**src/rtl/alu_pkg.sv**
```systemverilog
// Shared constants for the shared-ALU scheduler: default widths, opcodes, FSM states.
package alu_pkg;

    localparam int DEF_WIDTH = 8;
    localparam int DEF_OPW   = 3;

    localparam logic [DEF_OPW-1:0] OP_ADD = 3'b000;
    localparam logic [DEF_OPW-1:0] OP_SUB = 3'b001;
    localparam logic [DEF_OPW-1:0] OP_AND = 3'b010;
    localparam logic [DEF_OPW-1:0] OP_OR  = 3'b011;
    localparam logic [DEF_OPW-1:0] OP_XOR = 3'b100;
    localparam logic [DEF_OPW-1:0] OP_NOT = 3'b101;
    localparam logic [DEF_OPW-1:0] OP_SHL = 3'b110;
    localparam logic [DEF_OPW-1:0] OP_SHR = 3'b111;

    typedef logic [1:0] state_t;
    localparam state_t S_IDLE = 2'd0;
    localparam state_t S_EXEC = 2'd1;
    localparam state_t S_RESP = 2'd2;

endpackage

```
**src/rtl/alu_core.sv**
```systemverilog
// Combinational 8-op ALU: result, carry/borrow/shift-out and zero flag.
// Zero latency; no handshake, fed from the scheduler's operand registers.
module alu_core
    import alu_pkg::*;
#(
    parameter int WIDTH = DEF_WIDTH,
    parameter int OPW   = DEF_OPW
) (
    input  logic [OPW-1:0]   op,
    input  logic [WIDTH-1:0] a,
    input  logic [WIDTH-1:0] b,
    output logic [WIDTH-1:0] y,
    output logic             carry,
    output logic             zero
);

    always_comb begin
        y     = '0;
        carry = 1'b0;
        case (op)
            OP_ADD: {carry, y} = {1'b0, a} + {1'b0, b};
            OP_SUB: begin
                y     = a - b;
                carry = (a < b);
            end
            OP_AND: y = a & b;
            OP_OR:  y = a | b;
            OP_XOR: y = a ^ b;
            OP_NOT: y = ~a;
            OP_SHL: begin
                y     = {a[WIDTH-2:0], 1'b0};
                carry = a[WIDTH-1];
            end
            OP_SHR: begin
                y     = {1'b0, a[WIDTH-1:1]};
                carry = a[0];
            end
            default: ;
        endcase
    end

    assign zero = (y == '0);

endmodule

```
**src/rtl/alu_share_ctrl.sv**
```systemverilog
// Round-robin two-requester scheduler around one shared ALU; result registered, rsp_valid two cycles after accept.
// Backpressure: result held in RESP until rsp_ready; req_ready stays low in EXEC/RESP so new requests wait.
module alu_share_ctrl
    import alu_pkg::*;
#(
    parameter int WIDTH = DEF_WIDTH,
    parameter int OPW   = DEF_OPW
) (
    input  logic             clk,
    input  logic             rst_n,
    input  logic [1:0]       req_valid,
    output logic [1:0]       req_ready,
    input  logic [OPW-1:0]   req0_op,
    input  logic [WIDTH-1:0] req0_a,
    input  logic [WIDTH-1:0] req0_b,
    input  logic [OPW-1:0]   req1_op,
    input  logic [WIDTH-1:0] req1_a,
    input  logic [WIDTH-1:0] req1_b,
    output logic             rsp_valid,
    input  logic             rsp_ready,
    output logic             rsp_id,
    output logic [WIDTH-1:0] rsp_data,
    output logic             rsp_carry,
    output logic             rsp_zero
);

    state_t           state_q, state_d;
    logic             prio_q, prio_d;
    logic [OPW-1:0]   op_q, op_d;
    logic [WIDTH-1:0] a_q, a_d, b_q, b_d;
    logic             id_q, id_d;
    logic             rsp_id_q, rsp_id_d;
    logic [WIDTH-1:0] rsp_data_q, rsp_data_d;
    logic             rsp_carry_q, rsp_carry_d;
    logic             rsp_zero_q, rsp_zero_d;
    logic             gnt;
    logic [WIDTH-1:0] alu_y;
    logic             alu_carry, alu_zero;

    alu_core #(.WIDTH(WIDTH), .OPW(OPW)) u_alu (
        .op    (op_q),
        .a     (a_q),
        .b     (b_q),
        .y     (alu_y),
        .carry (alu_carry),
        .zero  (alu_zero)
    );

    always_comb begin
        state_d     = state_q;
        prio_d      = prio_q;
        op_d        = op_q;
        a_d         = a_q;
        b_d         = b_q;
        id_d        = id_q;
        rsp_id_d    = rsp_id_q;
        rsp_data_d  = rsp_data_q;
        rsp_carry_d = rsp_carry_q;
        rsp_zero_d  = rsp_zero_q;
        req_ready   = 2'b00;
        // Lone requester wins outright; the pointer only breaks ties.
        gnt         = (req_valid == 2'b11) ? prio_q : req_valid[1];
        case (state_q)
            S_IDLE: begin
                if (|req_valid) begin
                    req_ready = gnt ? 2'b10 : 2'b01;
                    op_d      = gnt ? req1_op : req0_op;
                    a_d       = gnt ? req1_a  : req0_a;
                    b_d       = gnt ? req1_b  : req0_b;
                    id_d      = gnt;
                    state_d   = S_EXEC;
                end
            end
            S_EXEC: begin
                rsp_data_d  = alu_y;
                rsp_carry_d = alu_carry;
                rsp_zero_d  = alu_zero;
                rsp_id_d    = id_q;
                state_d     = S_RESP;
            end
            S_RESP: begin
                if (rsp_ready) begin
                    prio_d  = ~rsp_id_q;
                    state_d = S_IDLE;
                end
            end
            default: state_d = S_IDLE;
        endcase
    end

    always_ff @(posedge clk or negedge rst_n) begin
        if (!rst_n) begin
            state_q     <= S_IDLE;
            prio_q      <= 1'b0;
            op_q        <= '0;
            a_q         <= '0;
            b_q         <= '0;
            id_q        <= 1'b0;
            rsp_id_q    <= 1'b0;
            rsp_data_q  <= '0;
            rsp_carry_q <= 1'b0;
            rsp_zero_q  <= 1'b0;
        end else begin
            state_q     <= state_d;
            prio_q      <= prio_d;
            op_q        <= op_d;
            a_q         <= a_d;
            b_q         <= b_d;
            id_q        <= id_d;
            rsp_id_q    <= rsp_id_d;
            rsp_data_q  <= rsp_data_d;
            rsp_carry_q <= rsp_carry_d;
            rsp_zero_q  <= rsp_zero_d;
        end
    end

    assign rsp_valid = (state_q == S_RESP);
    assign rsp_id    = rsp_id_q;
    assign rsp_data  = rsp_data_q;
    assign rsp_carry = rsp_carry_q;
    assign rsp_zero  = rsp_zero_q;

endmodule

```
**config.mk**
```make
export PLATFORM = sky130hd
export DESIGN_NAME = alu_share_ctrl
export DESIGN_NICKNAME = d
export VERILOG_FILES = /design/src/rtl/alu_pkg.sv /design/src/rtl/alu_core.sv /design/src/rtl/alu_share_ctrl.sv
export SDC_FILE = /design/constraint.sdc
export NUM_CORES = 1
export LEC_CHECK = 0
export BUFFER_PORTS_ARGS = -buffer_cell sky130_fd_sc_hd__buf_2
export CAP_MARGIN = 20
export CORE_MARGIN = 1
export CORE_UTILIZATION = 60
export DETAILED_ROUTE_END_ITERATION = 8
export GPL_TIMING_DRIVEN = 0
export PLACE_DENSITY = 0.86
export RECOVER_POWER = 25
export SLEW_MARGIN = 20
export SYNTH_ARGS = -nofsm -noshare
export SYNTH_HDL_FRONTEND = slang
export SYNTH_SLANG_ARGS = --single-unit
```
**constraint.sdc**
```tcl
create_clock -name clk -period 4.27 [get_ports clk]
set_input_delay 0.427 -clock clk [delete_from_list [all_inputs] [get_ports clk]]
set_output_delay 0.427 -clock clk [all_outputs]
set_load 0.005 [all_outputs]
```
; ---- Word level (Yosys, flattened, before mapping)
; Cells that the tools add are included.
[classes]
mux = 12
n_eq_ne = 12
order_cmp = 1
add_sub_neg = 2
n_bitwise = 5
n_reduce_logical = 7
[op_table]
columns = cell, count
row1 = $pmux 8 s8, 1
row2 = $mux 8, 2
row3 = $eq 3x3->1 const B, 4
row4 = $mux 2, 5
row5 = $add 8x8->9, 1
row6 = $and 8x8->8, 1
row7 = $logic_not 8->1, 1
row8 = $lt 8x8->1, 1
row9 = $not 8->8, 1
row10 = $or 8x8->8, 1
row11 = $sub 8x8->8, 1
row12 = $xor 8x8->8, 1
row13 = $eq 3x2->1 const B, 2
row14 = $pmux 2 s3, 1
row15 = $reduce_and 2->1, 3
row16 = $eq 2x2->1 const B, 2
row17 = $pmux 1 s4, 1
row18 = $eq 3x1->1 const B, 1
row19 = $logic_not 3->1, 1
row20 = $mux 3, 1
row21 = $eq 2x1->1 const B, 1
row22 = $logic_not 2->1, 1
row23 = $ne 2x1->1 const B, 1
row24 = $ne 2x2->1 const B, 1
row25 = other kinds (3), 3
[totals]
elab_cells = 49
regBits = 34

; ---- Longest topological paths before layout
[logic_depth]
depth_word = 5
depth_mapped = 11

; ---- Modules after synthesis
; A second synthesis with hierarchy kept.
[unflattened]
cells_unflattened = 365
hier_area_um2 = 3178.0
[by_module_without_submodules]
columns = module, cells_each, instances, seq_area_each_um2, area_each_um2
row1 = alu_share_ctrl, 152, 1, 850.8, 1605.3
row2 = alu_core, 213, 1, 0.0, 1572.8

; ---- Worst setup path after synthesis
; Ideal clock, no wire load.
[synth_timing]
path_type = register to register
from = register a_q[0]
to = register rsp_zero_q (netlist: rsp_zero)
setup_slack_ns = 2.073
period_less_slack_ns = 2.197
stages_incl_launch_ff = 12
arrival_ns = 2.121
path_cell_list = dfrtp_1 > inv_1 > ha_1 > inv_1 > fa_1 > nor2b_1 > o311ai_1 > a31oi_1 > xnor2_1 > a211oi_2 > nand4_1 > o21ai_1
[synth_via]
elab_chain_cells = 3
word_cells_on_any_way = 8
[synth_rtl]
columns = element, line_no
row1 = "start, declared", alu_share_ctrl.sv:30  ; logic [WIDTH-1:0] a_q, a_d, b_q, b_d;
row2 = "start signal, assigned", alu_share_ctrl.sv:96  ; a_q <= '0;
row3 = "start signal, assigned", alu_share_ctrl.sv:107  ; a_q <= a_d;
row4 = "$sub 8x8->8, or another cell as far along", alu_core.sv:23  ; y = a - b;
row5 = $pmux 8 s8 (*), alu_core.sv:20  ; case (op)
row6 = $logic_not 8->1 (*), alu_core.sv:42  ; assign zero = (y == '0);
row7 = "end signal, assigned", alu_share_ctrl.sv:113  ; rsp_zero_q <= rsp_zero_d;
row8 = "end, declared", alu_share_ctrl.sv:35  ; logic rsp_zero_q, rsp_zero_d;
; Mark *: on every way between the ends. The rest lies on a longest branch, timed or not.
; A chain may end at the register's enable or synchronous reset.

; ---- Final worst setup path
; Same ends and word-level chain as after synthesis.

==> results.py <==
metrics = {
    "setup_path": {
        "worstSetupStartpointType": "flip-flop",
        "crit_path_max_fanout": 6,
        "critPathKind": "flip-flop to flip-flop",
        "endpoint_kind": "flip-flop",
        "cp_data_arrival_time_ns": 2.82,
        "critPathRequiredTime_ns": 4.49,
    },
    "die": {
        "die_h_um": 70.7,
        "rows": 24,
        "fp.dieW_um": 70.7,
        "die-area_um2": 4990,
        "core-area_um2": 4440,
        "start_util_pct": 63.7,
        "io_pins": 57,
    },
    "clock_tree": {
        "hold_buffers": 0,
        "clk_pin_slew_ns": 0.07,
        "cts-root-buf": "clkbuf_8",
        "clk_latency_ns": 0.29,
        "post-cts-setup-buffers": 0,
        "cts-resized-gates": 0,
        "cts_tree": "built",
        "numCtsBuffers": 5,
        "h-tree-depth": 2,
        "clockBufferDepth": 2,
        "numClockSinks": 34,
    },
    "power": {
        "sequentialPowerShare_pct": 21.5,
        "switching_share_pct": 49.2,
        "leakage_nw": 1.66,
        "clockPowerShare_pct": 9.7,
        "combPwrFrac_pct": 68.9,
        "p_per_area_nw_per_um2": 913,
        "p_int_mw": 1.52,
        "p_sw_mw": 1.48,
        "ir_drop_mv": 0.475,
        "power_mw": 3.00,
    },
    "drt": {
        "drt-pass1-iter-count": 6,
        "drcViolationCount": 4,
        "wl_um": 6970,
        "avgRoutedWirePerCell_um": 15.7,
        "avgViaCountPerCell": 5.95,
        "vias": 2638,
        "first_iter_violations": 225,
        "drtAntennaViolNets": 0,
    },
    "yosys": {
        "ys_ff_latch": 34,
        "syn_nets": 396,
        "synth.avg_cell_area_um2": 8.65,
        "synth_cells": 327,
        "synth_edf_count": 0,
        "synth_top_flop_cell": "dfrtp_1",
        "synth.distinct_cells": 51,
        "seq_area_frac_synth_pct": 30.1,
        "syn-cell-area_um2": 2830,
        "synth_async_sr_flop_share_pct": 100,
        "ys_warn_count": 0,
    },
    "global_route": {
        "grt_pass1_wl_um": 11800,
        "grt_start_max_net_pins": 35,
        "grt_pass1_vias": 2532,
        "grt.total_usage_pct": 30.6,
        "antenna_found_initial": 0,
        "grt.overflow.total": 0,
    },
    "timing": {
        "drv_slew": 35,
        "hold_viol": 0,
        "setup_violations": 0,
        "rsz0062_at_grt": "false",
        "final.setup.worst_slack_ns": 1.67,
        "min_period_ns": 2.60,
        "fmax_ghz": 0.385,
        "max-slew-margin-rel_pct": -21.8,
        "tns_ns": 0,
        "tightest_slew_ns": 1.83,
        "clock_skew_ns": 0.00835,
        "post-route-period-util_pct": 60.8,
    },
    "finish": {
        "diodes": 0,
        "drive_above_1_share_pct": 23.8,
        "instances_no_fill": 443,
        "nets": 459,
        "syn_to_final_growth_pct": 16.0,
    },
    "placed_design": {
        "dp_slack_ns": 1.72,
        "dp.final_hpwl_um": 5450,
        "gp_congestion": 0.918,
        "dp_cells": 435,
        "port_buffers": 56,
    },
    "hold_path": {
        "hold_class": "input pin to flip-flop",
    },
    "outcome": {
        "violations": "DRC, capacitance limit, slew limit",
        "outcome": "finished, violations left",
    },
    "flow_run": {
        "maxCapViolations": 1,
    },
}
==> cell usage after synthesis, types with 2 or more instances <==
cell / number / share of area [%]
mux2i_1: 26 / 9.2
nand2b_1: 10 / 2.2
xnor2_1: 6 / 1.9
a31oi_1: 2 / 0.44
nand4_1: 2 / 0.44
o221ai_2: 2 / 1.1
nand3_1: 3 / 0.53
and3_1: 3 / 0.66
or2_2: 2 / 0.44
nand3b_1: 2 / 0.53
dfrtp_1: 34 / 30
buf_4: 4 / 1.1
o21ai_0: 19 / 3.4
a21o_1: 2 / 0.53
nor2_1: 30 / 4.0
a211oi_2: 3 / 1.3
inv_1: 25 / 3.3
o211ai_1: 2 / 0.53
a211oi_1: 4 / 1.1
o21bai_1: 4 / 1.1
clkbuf_1: 6 / 0.80
ha_1: 24 / 11
mux2_2: 2 / 0.80
buf_6: 2 / 0.80
o21ai_1: 4 / 0.71
nor3_1: 4 / 0.71
buf_2: 9 / 1.6
mux4_2: 2 / 1.6
fa_1: 2 / 1.4
o22ai_1: 8 / 1.8
nand2_1: 21 / 2.8
nor2b_1: 4 / 0.88
nor4_1: 2 / 0.44
a21oi_1: 34 / 6.0
a22oi_1: 2 / 0.53
==> through the flow <==
step           utilization [%]  hold slack [ns]  instance area (um2)
6_report                  73.8            0.345                 3280
5_1_grt                   73.8            0.363                 3280
4_1_cts                   73.9            0.248                 3280
3_5_place_dp              71.4            0.468                 3170
3_3_place_gp              71.4            0.460                 3170
2_1_floorplan                -            0.131                 2830
==> sequential cells by signal (all words and copies together) (netlist names) <==
name and count:
state_q 2, a_q 8, rsp_zero 1, rsp_id 1
id_q 1, prio_q 1, op_q 3, rsp_carry 1
b_q 8, rsp_data 8
==> power by group through the flow <==
| stage | Sequential, mW | Combinational (mW) | Clock [mW] |
|---|---|---|---|
| 2_1_floorplan | 0.603 | 1.55 | 0 |
| 3_3_place_gp | 0.638 | 1.95 | 0 |
| 3_5_place_dp | 0.645 | 2.02 | 0 |
| 4_1_cts | 0.638 | 2.04 | 0.292 |
| 5_1_grt | 0.664 | 2.28 | 0.307 |
| 6_report | 0.643 | 2.06 | 0.289 |
==> layer usage <==
metal / global-route usage [%] / vias up / part of all wire (%)
met5: 0 / - / 0
met4: 12.4 / 0 / 2.7
met3: 5.13 / 24 / 6.5
met2: 49.2 / 120 / 47
met1: 41.6 / 1222 / 44
li1: - / 1272 / -
==> final timing paths <==
kind | from | endpoint | slack [ns] | cells after the start
min | rsp_ready | prio_q | 0.35 | 2
max in group asynchronous | rst_n | b_q[3] | 2.58 | 1
max reg2reg | a_q[0] | rsp_zero | 1.67 | 11
min reg2reg | rsp_data[1] | rsp_data[1] | 0.48 | 2
max | a_q[0] | rsp_zero | 1.67 | 11
min in group asynchronous | rst_n | rsp_data[6] | 0.62 | 1
==> cell type report <==
cell class / instances / area (um2)
Clock inverter: 3 / 40.0
Fill cell: 352 / 1160
Clock buffer: 5 / 68.8
Tap cell: 52 / 65.1
Sequential cell: 34 / 851
Buffer: 21 / 120
Timing Repair Buffer: 56 / 279
Multi-Input combinational cell: 246 / 1760
Inverter: 26 / 103
==> placed cells by master, fill, tap and decap left out, drive strengths merged, types with 2 or more instances in the layout <==
cell	synthesis	final
nor4	2	2
a22oi	3	3
o22ai	8	8
nand3b	2	2
o221ai	3	3
nand3	3	3
inv	26	26
clkinv	0	2
and3	3	3
dfrtp	34	34
a31oi	2	2
clkbuf	6	12
nor2	31	31
fa	2	2
mux2i	26	26
mux2	2	2
nor3	4	4
nand4	2	2
a211oi	7	7
o211ai	2	2
o21ai	24	24
a21o	2	2
a21oi	34	34
ha	24	24
mux4	2	2
buf	15	70
xnor2	6	6
o21bai	4	4
nor2b	4	4
or2	3	3
nand2	21	21
nand2b	10	10
==> kinds of logic (layout without fill, tap and decap cells) <==
group	count (synthesis)	after routing	share of synthesized area (%)
simple gates	87	87	14.6
xor+xnor	7	7	2.17
buf+inv	47	111	7.87
compound gates	96	96	21.7
flops	34	34	30.1
mux	30	30	11.6
fa+ha+maj	26	26	12.0
==> critical path, stage by stage (launching register included) <==
cell and delay [ns]:
dfrtp_1 0.45, inv_1 0.13, ha_1 0.21, inv_1 0.07, fa_1 0.41, nor2b_1 0.17, o311ai_1 0.31, a31oi_1 0.10
xnor2_1 0.19, a211oi_2 0.23, nand4_1 0.12, o21ai_1 0.14
No activity file was read; power rests on OpenSTA's default activity.
